[config.mk]
export PLATFORM = sky130hd
export DESIGN_NAME = spi_master
export DESIGN_NICKNAME = d
export VERILOG_FILES = /design/src/rtl/spi_pkg.sv /design/src/rtl/spi_halfper_cnt.sv /design/src/rtl/spi_master.sv
export SDC_FILE = /design/constraint.sdc
export NUM_CORES = 1
export LEC_CHECK = 0
export CAP_MARGIN = 40
export CORE_UTILIZATION = 40
export CTS_BUF_LIST = sky130_fd_sc_hd__clkbuf_8
export DETAILED_ROUTE_END_ITERATION = 12
export PLACE_DENSITY = 0.66
export SYNTH_ARGS = -nofsm -noshare
export SYNTH_HDL_FRONTEND = slang
export SYNTH_HIERARCHICAL = 1
export SYNTH_SLANG_ARGS = --single-unit
[constraint.sdc]
create_clock -name clock -period 2.3 [get_ports clock]
set_input_delay 0.575 -clock clock [delete_from_list [all_inputs] [get_ports clock]]
set_output_delay 0.575 -clock clock [all_outputs]
set_load 0.01 [all_outputs]
[src/rtl/spi_pkg.sv]
// Shared definitions for the SPI mode-0 master.
//   - FSM state codes (IDLE, LOW, HIGH, TRAIL, RESP)
//   - idle levels of the SPI pins
//   - default transfer width
package spi_pkg;
  localparam int MAX_LEN_DEF = 32;

  typedef logic [2:0] state_t;
  localparam state_t IDLE  = 3'd0;
  localparam state_t LOW   = 3'd1;
  localparam state_t HIGH  = 3'd2;
  localparam state_t TRAIL = 3'd3;
  localparam state_t RESP  = 3'd4;

  localparam logic SCK_IDLE  = 1'b0;
  localparam logic SS_IDLE   = 1'b1;
  localparam logic MOSI_IDLE = 1'b1;
endpackage

[src/rtl/spi_halfper_cnt.sv]
// Loadable down-counter timing every SCK half-period and the trailing phase.
//   clock, reset : clock, synchronous active-high reset
//   load         : load load_val this cycle (takes priority over counting)
//   load_val     : value to load (H-1)
//   zero         : counter is at zero
// The counter holds at zero rather than wrapping.
module spi_halfper_cnt #(
  parameter int DW = 8
) (
  input  logic          clock,
  input  logic          reset,
  input  logic          load,
  input  logic [DW-1:0] load_val,
  output logic          zero
);
  logic [DW-1:0] cnt;

  always_ff @(posedge clock) begin
    if (reset)          cnt <= '0;
    else if (load)      cnt <= load_val;
    else if (cnt != '0) cnt <= cnt - 1'b1;
  end

  assign zero = (cnt == '0);
endmodule

[src/rtl/spi_master.sv]
// SPI mode-0 master, MSB first, 1..MAX_LEN bits per request.
//   clock, reset            : clock, synchronous active-high reset
//   req_valid/req_ready     : request handshake (ready only in IDLE)
//   req_wdata, req_len_m1   : right-aligned tx data, length-1
//   req_div                 : SCK half-period = req_div+1 clocks
//   resp_valid/resp_ready   : response handshake, rdata held until taken
//   resp_rdata              : right-aligned rx data, upper bits zero
//   sck, ss, mosi, miso     : SPI pins (miso synchronous to clock)
module spi_master
  import spi_pkg::*;
#(
  parameter int MAX_LEN = MAX_LEN_DEF,
  parameter int LW      = $clog2(MAX_LEN),
  parameter int DW      = 8
) (
  input  logic               clock,
  input  logic               reset,
  input  logic               req_valid,
  output logic               req_ready,
  input  logic [MAX_LEN-1:0] req_wdata,
  input  logic [LW-1:0]      req_len_m1,
  input  logic [DW-1:0]      req_div,
  output logic               resp_valid,
  input  logic               resp_ready,
  output logic [MAX_LEN-1:0] resp_rdata,
  output logic               sck,
  output logic               ss,
  output logic               mosi,
  input  logic               miso
);
  localparam logic [LW:0]   ONE    = (LW+1)'(1);
  localparam logic [LW-1:0] SH_MAX = LW'(MAX_LEN-1);

  state_t             state;
  logic [MAX_LEN-1:0] tx_sh, rx_sh, tx_aligned;
  logic [LW:0]        bcnt;
  logic [DW-1:0]      div_q;
  logic               zero, cnt_load;
  logic [DW-1:0]      cnt_val;

  // Left-align the tx word so the next bit out is always the MSB.
  assign tx_aligned = req_wdata << (SH_MAX - req_len_m1);
  assign req_ready  = (state == IDLE);

  // Reload on accept and at every SCK edge; the reload at the last falling
  // edge times the trailing ss-low phase.
  assign cnt_load = (state == IDLE && req_valid) ||
                    ((state == LOW || state == HIGH) && zero);
  assign cnt_val  = (state == IDLE) ? req_div : div_q;

  spi_halfper_cnt #(.DW(DW)) u_cnt (
    .clock    (clock),
    .reset    (reset),
    .load     (cnt_load),
    .load_val (cnt_val),
    .zero     (zero)
  );

  always_ff @(posedge clock) begin
    if (reset) begin
      state      <= IDLE;
      sck        <= SCK_IDLE;
      ss         <= SS_IDLE;
      mosi       <= MOSI_IDLE;
      resp_valid <= 1'b0;
      resp_rdata <= '0;
      tx_sh      <= '0;
      rx_sh      <= '0;
      bcnt       <= '0;
      div_q      <= '0;
    end else begin
      case (state)
        IDLE: if (req_valid) begin
          tx_sh <= tx_aligned;
          rx_sh <= '0;
          bcnt  <= {1'b0, req_len_m1} + ONE;
          div_q <= req_div;
          ss    <= 1'b0;
          mosi  <= tx_aligned[MAX_LEN-1];
          state <= LOW;
        end
        LOW: if (zero) begin
          sck   <= 1'b1;
          state <= HIGH;
        end
        HIGH: if (zero) begin
          // miso is captured before mosi moves on this same edge
          sck   <= 1'b0;
          rx_sh <= {rx_sh[MAX_LEN-2:0], miso};
          bcnt  <= bcnt - ONE;
          if (bcnt == ONE) begin
            state <= TRAIL;
          end else begin
            mosi  <= tx_sh[MAX_LEN-2];
            tx_sh <= tx_sh << 1;
            state <= LOW;
          end
        end
        TRAIL: if (zero) begin
          ss         <= SS_IDLE;
          mosi       <= MOSI_IDLE;
          resp_rdata <= rx_sh;
          resp_valid <= 1'b1;
          state      <= RESP;
        end
        RESP: if (resp_ready) begin
          resp_valid <= 1'b0;
          state      <= IDLE;
        end
        default: state <= IDLE;
      endcase
    end
  end
endmodule

==> results by group, run 1 <==
Worst setup path
  • CP Launch Type: register
  • Setup CP Type: reg2reg
  • CP Max Fanout: 8
  • CP max stage delay: 0.35 ns
  • R2R Setup Slk: 0.11 ns
  • Slowest cell on the critical path: or2_2
  • R2r startpoint: u_cnt/cnt[0]
  • CP Capture Type: register
  • CP bufs+invs: 2
  • FF-to-FF path depth: 8
  • Critical Path AT: 2.53 ns
  • Crit path required time: 2.65 ns
  • Critical path cell sequence: inv_1, ha_1, and4bb_2, buf_4, and3b_1, o21ba_4, or2_2, o32ai_1
  • Reg-to-Reg End: u_cnt/cnt[3]
  • Cell family with most CP delay: simple AND/OR/NAND/NOR gates

Hold path
  • Hold Path Cell Cnt: 2
  • Worst hold path class: reg2reg
  • Min-delay src: rx_sh[31]
  • Hold Path End: resp_rdata[31]

Timing
  • Clk_skew: 0.0136 ns
  • Worst Max-Slew Pin Slew: 0.443 ns
  • Count of final hold-check violations: 0
  • Final setup fails: 0
  • Min Tclk post-route: 2.19 ns
  • Tcrit/Tclk final: a little over nine tenths
  • Fmax: 457 MHz
  • Post-Route Setup TNS: 0 ns
  • Slew Limit Headroom: approximately 70%
  • Slew Viols, Final: 0

CTS
  • Clock Root Buffer: clkbuf_8
  • Worst-path clk slew: about 0.08 ns
  • CTS tree: built
  • Worst-skew pair later-pin latency: 0.45 ns
  • CTS buffer count: 17
  • Max Root-Sink Buffers: 2
  • H-tree levels: 4
  • CTS Sinks: 124

Synthesis
  • Post-Synthesis Cells: 738
  • Post-synth cell types: 65
  • Number of flops mapped to enable cells by yosys: 0
  • Ys Warns: 6
  • Prevailing post-synth register cell: dfxtp_1
  • FF+latch count, synth: 124
  • Post-Synthesis Mean Instance Area: between 8 and 9 um^2
  • Syn nets: 792
  • Register area share after synthesis: 38.1%
  • Netlist Area Pre-Place: 6520 um^2
  • Ys async rst share: 0%

Floorplanning
  • Core box area: 15900 um^2
  • Die Span X: 130 um
  • Die ar.: 16800 um^2
  • Die height: 130 um
  • # IOs: 87
  • Core Rows: 46
  • Initial Utilization: 41.1%

Final layout
  • Most frequent cells in the layout: 121 x dfxtp_1, 118 x nand2_1, 83 x clkdlybuf4s50_1
  • Layout Cells excl Fill: 1082
  • Area of the multi-input gates: 3780 um^2
  • Number of diodes: 0
  • Layout cell share with drive strength beyond 1: between 20% and 30%
  • Seq. cell area: 2490 um^2
  • Post-layout util: 53.9%
  • Synth-to-Final Area Change: 31.3%
  • Fillers: roughly 1500
  • Commonest non-fill, non-tap cell in the layout: dfxtp_1
  • # nets final: 908

Route
  • Final wirelength: 18.2 mm
  • Number of vias per cell: ~5.7
  • DRC errors left: 0
  • WL/cell: 16.8 um
  • Post-DRT Antenna Nets: 0
  • DR iter-0 viols: 320
  • Drt first pass iters: 6
  • Via count: 6142

Placement
  • PortBufs: 86
  • Final HPWL DP: between 10 and 15 mm
  • GPL Wtd Cong: a little under 0.9
  • Placed instance count: 1050

Job
  • Max-Cap Viols: 0

Power and ir drop
  • Pwr Density: 807 nW/um^2
  • Total design power: 6920 uW
  • Max VDD drop: 0.578 mV
  • Lkg Pwr: a little over 0.003 uW

GRT
  • Largest net degree at the start of global routing: 74
  • Total Routing Usage GR: 22.3%
  • GRT Residual Overflow: 0
  • Vias in the first global route: ~6100
  • First-pass GRT wire length: 29.6 mm
  • Initial antenna violation count: 0

Run status
  • Run status: finished, final reports clean
[stage by stage]
stage	hold slack [ns]	cell area, um^2	setup WS (ns)
3_5_place_dp	0.447	8090	-0.289
6_report	0.457	8570	0.114
3_3_place_gp	0.439	8090	-0.246
5_1_grt	0.481	8570	-0.000707
2_1_floorplan	0.432	6560	-0.119
4_1_cts	0.455	8530	0.0762
[cells by family (layout without fill, tap and decap cells)]
group                    Yosys count  count (layout)  synth area share (%)
XOR/XNOR                           7               7                 0.940
AO/OA/AOI/OAI                    193             193                  20.7
buffers and inverters             77             205                  5.28
flip-flops                       124             124                  38.1
multiplexers                      70              70                  16.1
AND/OR/NAND/NOR                  263             263                  18.2
adder cells (fa/ha/maj)            4               4                 0.767
[worst min-delay path, delay by kind of cell (launching register included)]
family	cells	cell delay [ns]
DFF	1	0.32
AOI/OAI and AO/OA	1	0.05
and+or+nand+nor	1	0.05
[final cells by class]
type,count,share of cell area (%)
multi-input combinational,537,44.1
timing repair buffer,165,18.2
tap,216,3.15
clock inverter,13,2.23
sequential,124,29.0
inverter,9,0.394
clock buffer,18,2.89
[flip-flops by register name (all words and copies together) (netlist names)]
register	cells
bcnt	6
resp_rdata	32
state	3
resp_valid	1
tx_sh	31
div_q	8
rx_sh	32
u_cnt/cnt	8
mosi	1
ss	1
sck	1
[cell usage after synthesis, types with 6 or more instances]
master,n,share of area [%]
buf_2,17,1.3
nor2_1,78,4.5
a21oi_1,58,4.5
nand3_1,9,0.69
mux4_2,26,9.0
clkbuf_1,40,2.3
o21ai_0,13,1.0
mux2_2,19,3.3
a22oi_1,35,4.0
mux2i_1,25,3.8
dfxtp_1,124,38
o211ai_1,8,0.92
inv_1,7,0.40
nand2_1,118,6.8
nand2b_1,6,0.58
a211oi_1,19,2.2
nor3_1,19,1.5
a221oi_1,21,2.8
[per-layer routing]
metal | track usage, % | part of all wire [%] | up-vias
met5 | 0 | 0 | -
met4 | 6.57 | 1.6 | 0
met3 | 4.96 | 4.6 | 31
met2 | 39.8 | 51 | 173
met1 | 26.6 | 43 | 2995
li1 | - | - | 2943
[worst max-delay path by stage]
stage,endpoint,start,cells past startpoint
2_1_floorplan,tx_sh[17],u_cnt/cnt[2],11
3_3_place_gp,mosi,req_len_m1[1],8
3_5_place_dp,mosi,req_len_m1[1],7
4_1_cts,u_cnt/cnt[3],u_cnt/cnt[1],8
5_1_grt,u_cnt/cnt[3],u_cnt/cnt[0],9
6_report,u_cnt/cnt[3],u_cnt/cnt[0],8
[report_power, final]
part	leakage (uW)	switching (uW)	internal, uW
clock network	0.000218	939	1210
registers	0.00101	178	2370
logic	0.00187	1140	1070
total	0.00310	2250	4660
[timing repair]
action	in CTS	in global routing
pin swaps	1	3
hold buffers	0	0
setup endpoints to repair	1	18
buffers inserted	0	1
resized for setup	1	6
No activity file was read; power rests on OpenSTA's default activity.
==> inputs of run 2 (changes only) <==
--- a/config.mk
+++ b/config.mk
@@ -6,10 +6,10 @@
 export NUM_CORES = 1
 export LEC_CHECK = 0
 export CAP_MARGIN = 40
-export CORE_UTILIZATION = 40
+export CORE_UTILIZATION = 52
 export CTS_BUF_LIST = sky130_fd_sc_hd__clkbuf_8
 export DETAILED_ROUTE_END_ITERATION = 12
-export PLACE_DENSITY = 0.66
+export PLACE_DENSITY = 0.79
 export SYNTH_ARGS = -nofsm -noshare
 export SYNTH_HDL_FRONTEND = slang
 export SYNTH_HIERARCHICAL = 1
==> results by group, run 2 (synthesized netlist as in run 1, its figures left out) <==
Timing
  • Count of final hold-check violations: 0
  • Fmax: roughly 460 MHz
  • Slew Viols, Final: 0
  • Min Tclk post-route: 2.19 ns
  • Final WS setup: 0.111 ns
  • Slew Limit Headroom: 57.1%
  • Final setup fails: 0
  • Worst Max-Slew Pin Slew: 0.643 ns
  • Clk_skew: about 0.012 ns
  • Post-Route Setup TNS: 0 ns
  • RSZ-0062 raised after global routing: yes
  • Tcrit/Tclk final: 95.2%

Floorplanning
  • Core Rows: 40
  • Die Span X: about 110 um
  • Core box area: 12100 um^2
  • Die height: 114 um
  • Die ar.: ~13000 um^2
  • Initial Utilization: between 50% and 60%
  • # IOs: 87

Power and ir drop
  • Lkg Pwr: 0.00302 uW
  • Max VDD drop: 0.549 mV
  • Total design power: 6570 uW
  • Pwr Density: 784 nW/um^2

Worst setup path
  • Slowest cell on the critical path: dfxtp_1
  • CP bufs+invs: 2
  • CP Launch Type: register
  • R2R Setup Slk: 0.11 ns
  • FF-to-FF path depth: 8
  • Critical Path AT: 2.53 ns
  • Levels on crit path: 8
  • CP Capture Type: register
  • CP max stage delay: 0.38 ns
  • Cell family with most CP delay: simple AND/OR/NAND/NOR gates
  • Crit path required time: 2.64 ns
  • Critical path cell sequence: inv_1, ha_1, and4bb_2, buf_4, and3b_1, o21ba_2, or2_2, o32ai_1
  • Setup CP Type: reg2reg
  • CP Max Fanout: 6

Final layout
  • Number of diodes: 0
  • Most frequent cells in the layout: 120 x dfxtp_1, 118 x nand2_1, 83 x clkdlybuf4s50_1
  • Area of the multi-input gates: 3780 um^2
  • Layout cell share with drive strength beyond 1: approximately a fifth
  • Biggest regs: resp_rdata: 32 flops, rx_sh: 32 flops, tx_sh: 31 flops
  • Commonest non-fill, non-tap cell in the layout: dfxtp_1
  • Fillers: 964
  • Layout Cells excl Fill: around 1000
  • # nets final: roughly 900
  • Seq. cell area: 2490 um^2
  • Synth-to-Final Area Change: 28.4%

GRT
  • Initial antenna violation count: 0
  • Largest net degree at the start of global routing: 70
  • Vias in the first global route: 5965
  • GRT Residual Overflow: 0
  • Total Routing Usage GR: 27.9%
  • First-pass GRT wire length: ~29 mm

CTS
  • Worst-skew pair later-pin latency: 0.44 ns
  • CTS tree: built
  • Max Root-Sink Buffers: 2
  • CTS Sinks: between 100 and 150
  • Worst-path clk slew: roughly 0.080 ns
  • CTS buffer count: 17
  • Clock Root Buffer: clkbuf_8
  • H-tree levels: 4

Route
  • Via count: approximately 6200
  • Final wirelength: 17.7 mm
  • Number of vias per cell: about 6
  • Post-DRT Antenna Nets: 0
  • M1 WL: approximately 7.5 mm
  • DR iter-0 viols: between 500 and 600
  • WL met3: around 900 um
  • Metal2 WL: between 8 and 9 mm
  • WL/cell: 17.3 um
  • Top Metal Used: met4
  • DRC errors left: 0
  • Drt first pass iters: 5

Placement
  • Final HPWL DP: 12.7 mm
  • GPL Wtd Cong: 0.891
  • Placed instance count: 989
  • PortBufs: 86
  • Post-placement setup slack: -0.260 ns

Job
  • Max-Cap Viols: 0

Hold path
  • Hold Path Cell Cnt: 2
  • Worst hold path class: reg2reg

Run status
  • Run status: finished, final reports clean
## run 2: changes by cell type in the layout (fill, tap and decap cells not counted), moves of 2 or more
cell | before | now
bufinv_16 | 4 | 1
clkinv_2 | 0 | 2
clkinv_4 | 3 | 5
buf_4 | 71 | 57
## run 2: per-layer routing
metal	global-route usage (%)	up-vias
met4	11.2	0
met2	46.8	197
met1	35.1	3039
met3	5.63	33
met5	0	-
li1	-	2926
## run 2: worst register-to-register path, delay by kind of cell (launching register included)
| family | cells | cell delay (ns) |
|---|---|---|
| AND/OR/NAND/NOR | 3 | 0.78 |
| flip-flops | 1 | 0.38 |
| adder cells (fa/ha/maj) | 1 | 0.20 |
| AO/OA/AOI/OAI | 2 | 0.52 |
| buffers and inverters | 2 | 0.22 |
## run 2: cell type report
| type | instances | area share [%] |
|---|---|---|
| clock buffers | 18 | 2.96 |
| clock inverters | 14 | 1.64 |
| inverters | 9 | 0.403 |
| multi-input cells | 537 | 45.1 |
| flip-flops and latches | 124 | 29.7 |
| well taps | 168 | 2.51 |
| repair buffers | 152 | 17.6 |
## run 2: path summary, 6_finish.rpt
check	from	end
max	u_cnt/cnt[1]	u_cnt/cnt[4]
min reg2reg	resp_rdata[8]	resp_rdata[8]
max reg2reg	u_cnt/cnt[1]	u_cnt/cnt[4]
min	resp_rdata[8]	resp_rdata[8]
## run 2: report_power, final
| part | internal, uW | switching [uW] | leakage, uW | total [uW] |
|---|---|---|---|---|
| combinational | 1040 | 1110 | 0.00182 | 2150 |
| sequential | 2370 | 185 | 0.00101 | 2560 |
| clock | 906 | 952 | 0.000196 | 1860 |
## run 2: through the flow
| step | hold WS (ns) | util (%) | instance area, um^2 |
|---|---|---|---|
| 2_1_floorplan | 0.432 | - | 6560 |
| 3_3_place_gp | 0.439 | 65.6 | 7950 |
| 3_5_place_dp | 0.446 | 65.6 | 7950 |
| 4_1_cts | 0.457 | 68.8 | 8330 |
| 5_1_grt | 0.475 | 69.1 | 8370 |
| 6_report | 0.456 | 69.1 | 8370 |
## run 2: timing repair
item	in CTS	in global routing
endpoints found under the setup margin	0	30
endpoints found under the hold margin	0	0
hold buffers	0	0
setup buffers	0	1
gates resized for setup	0	8
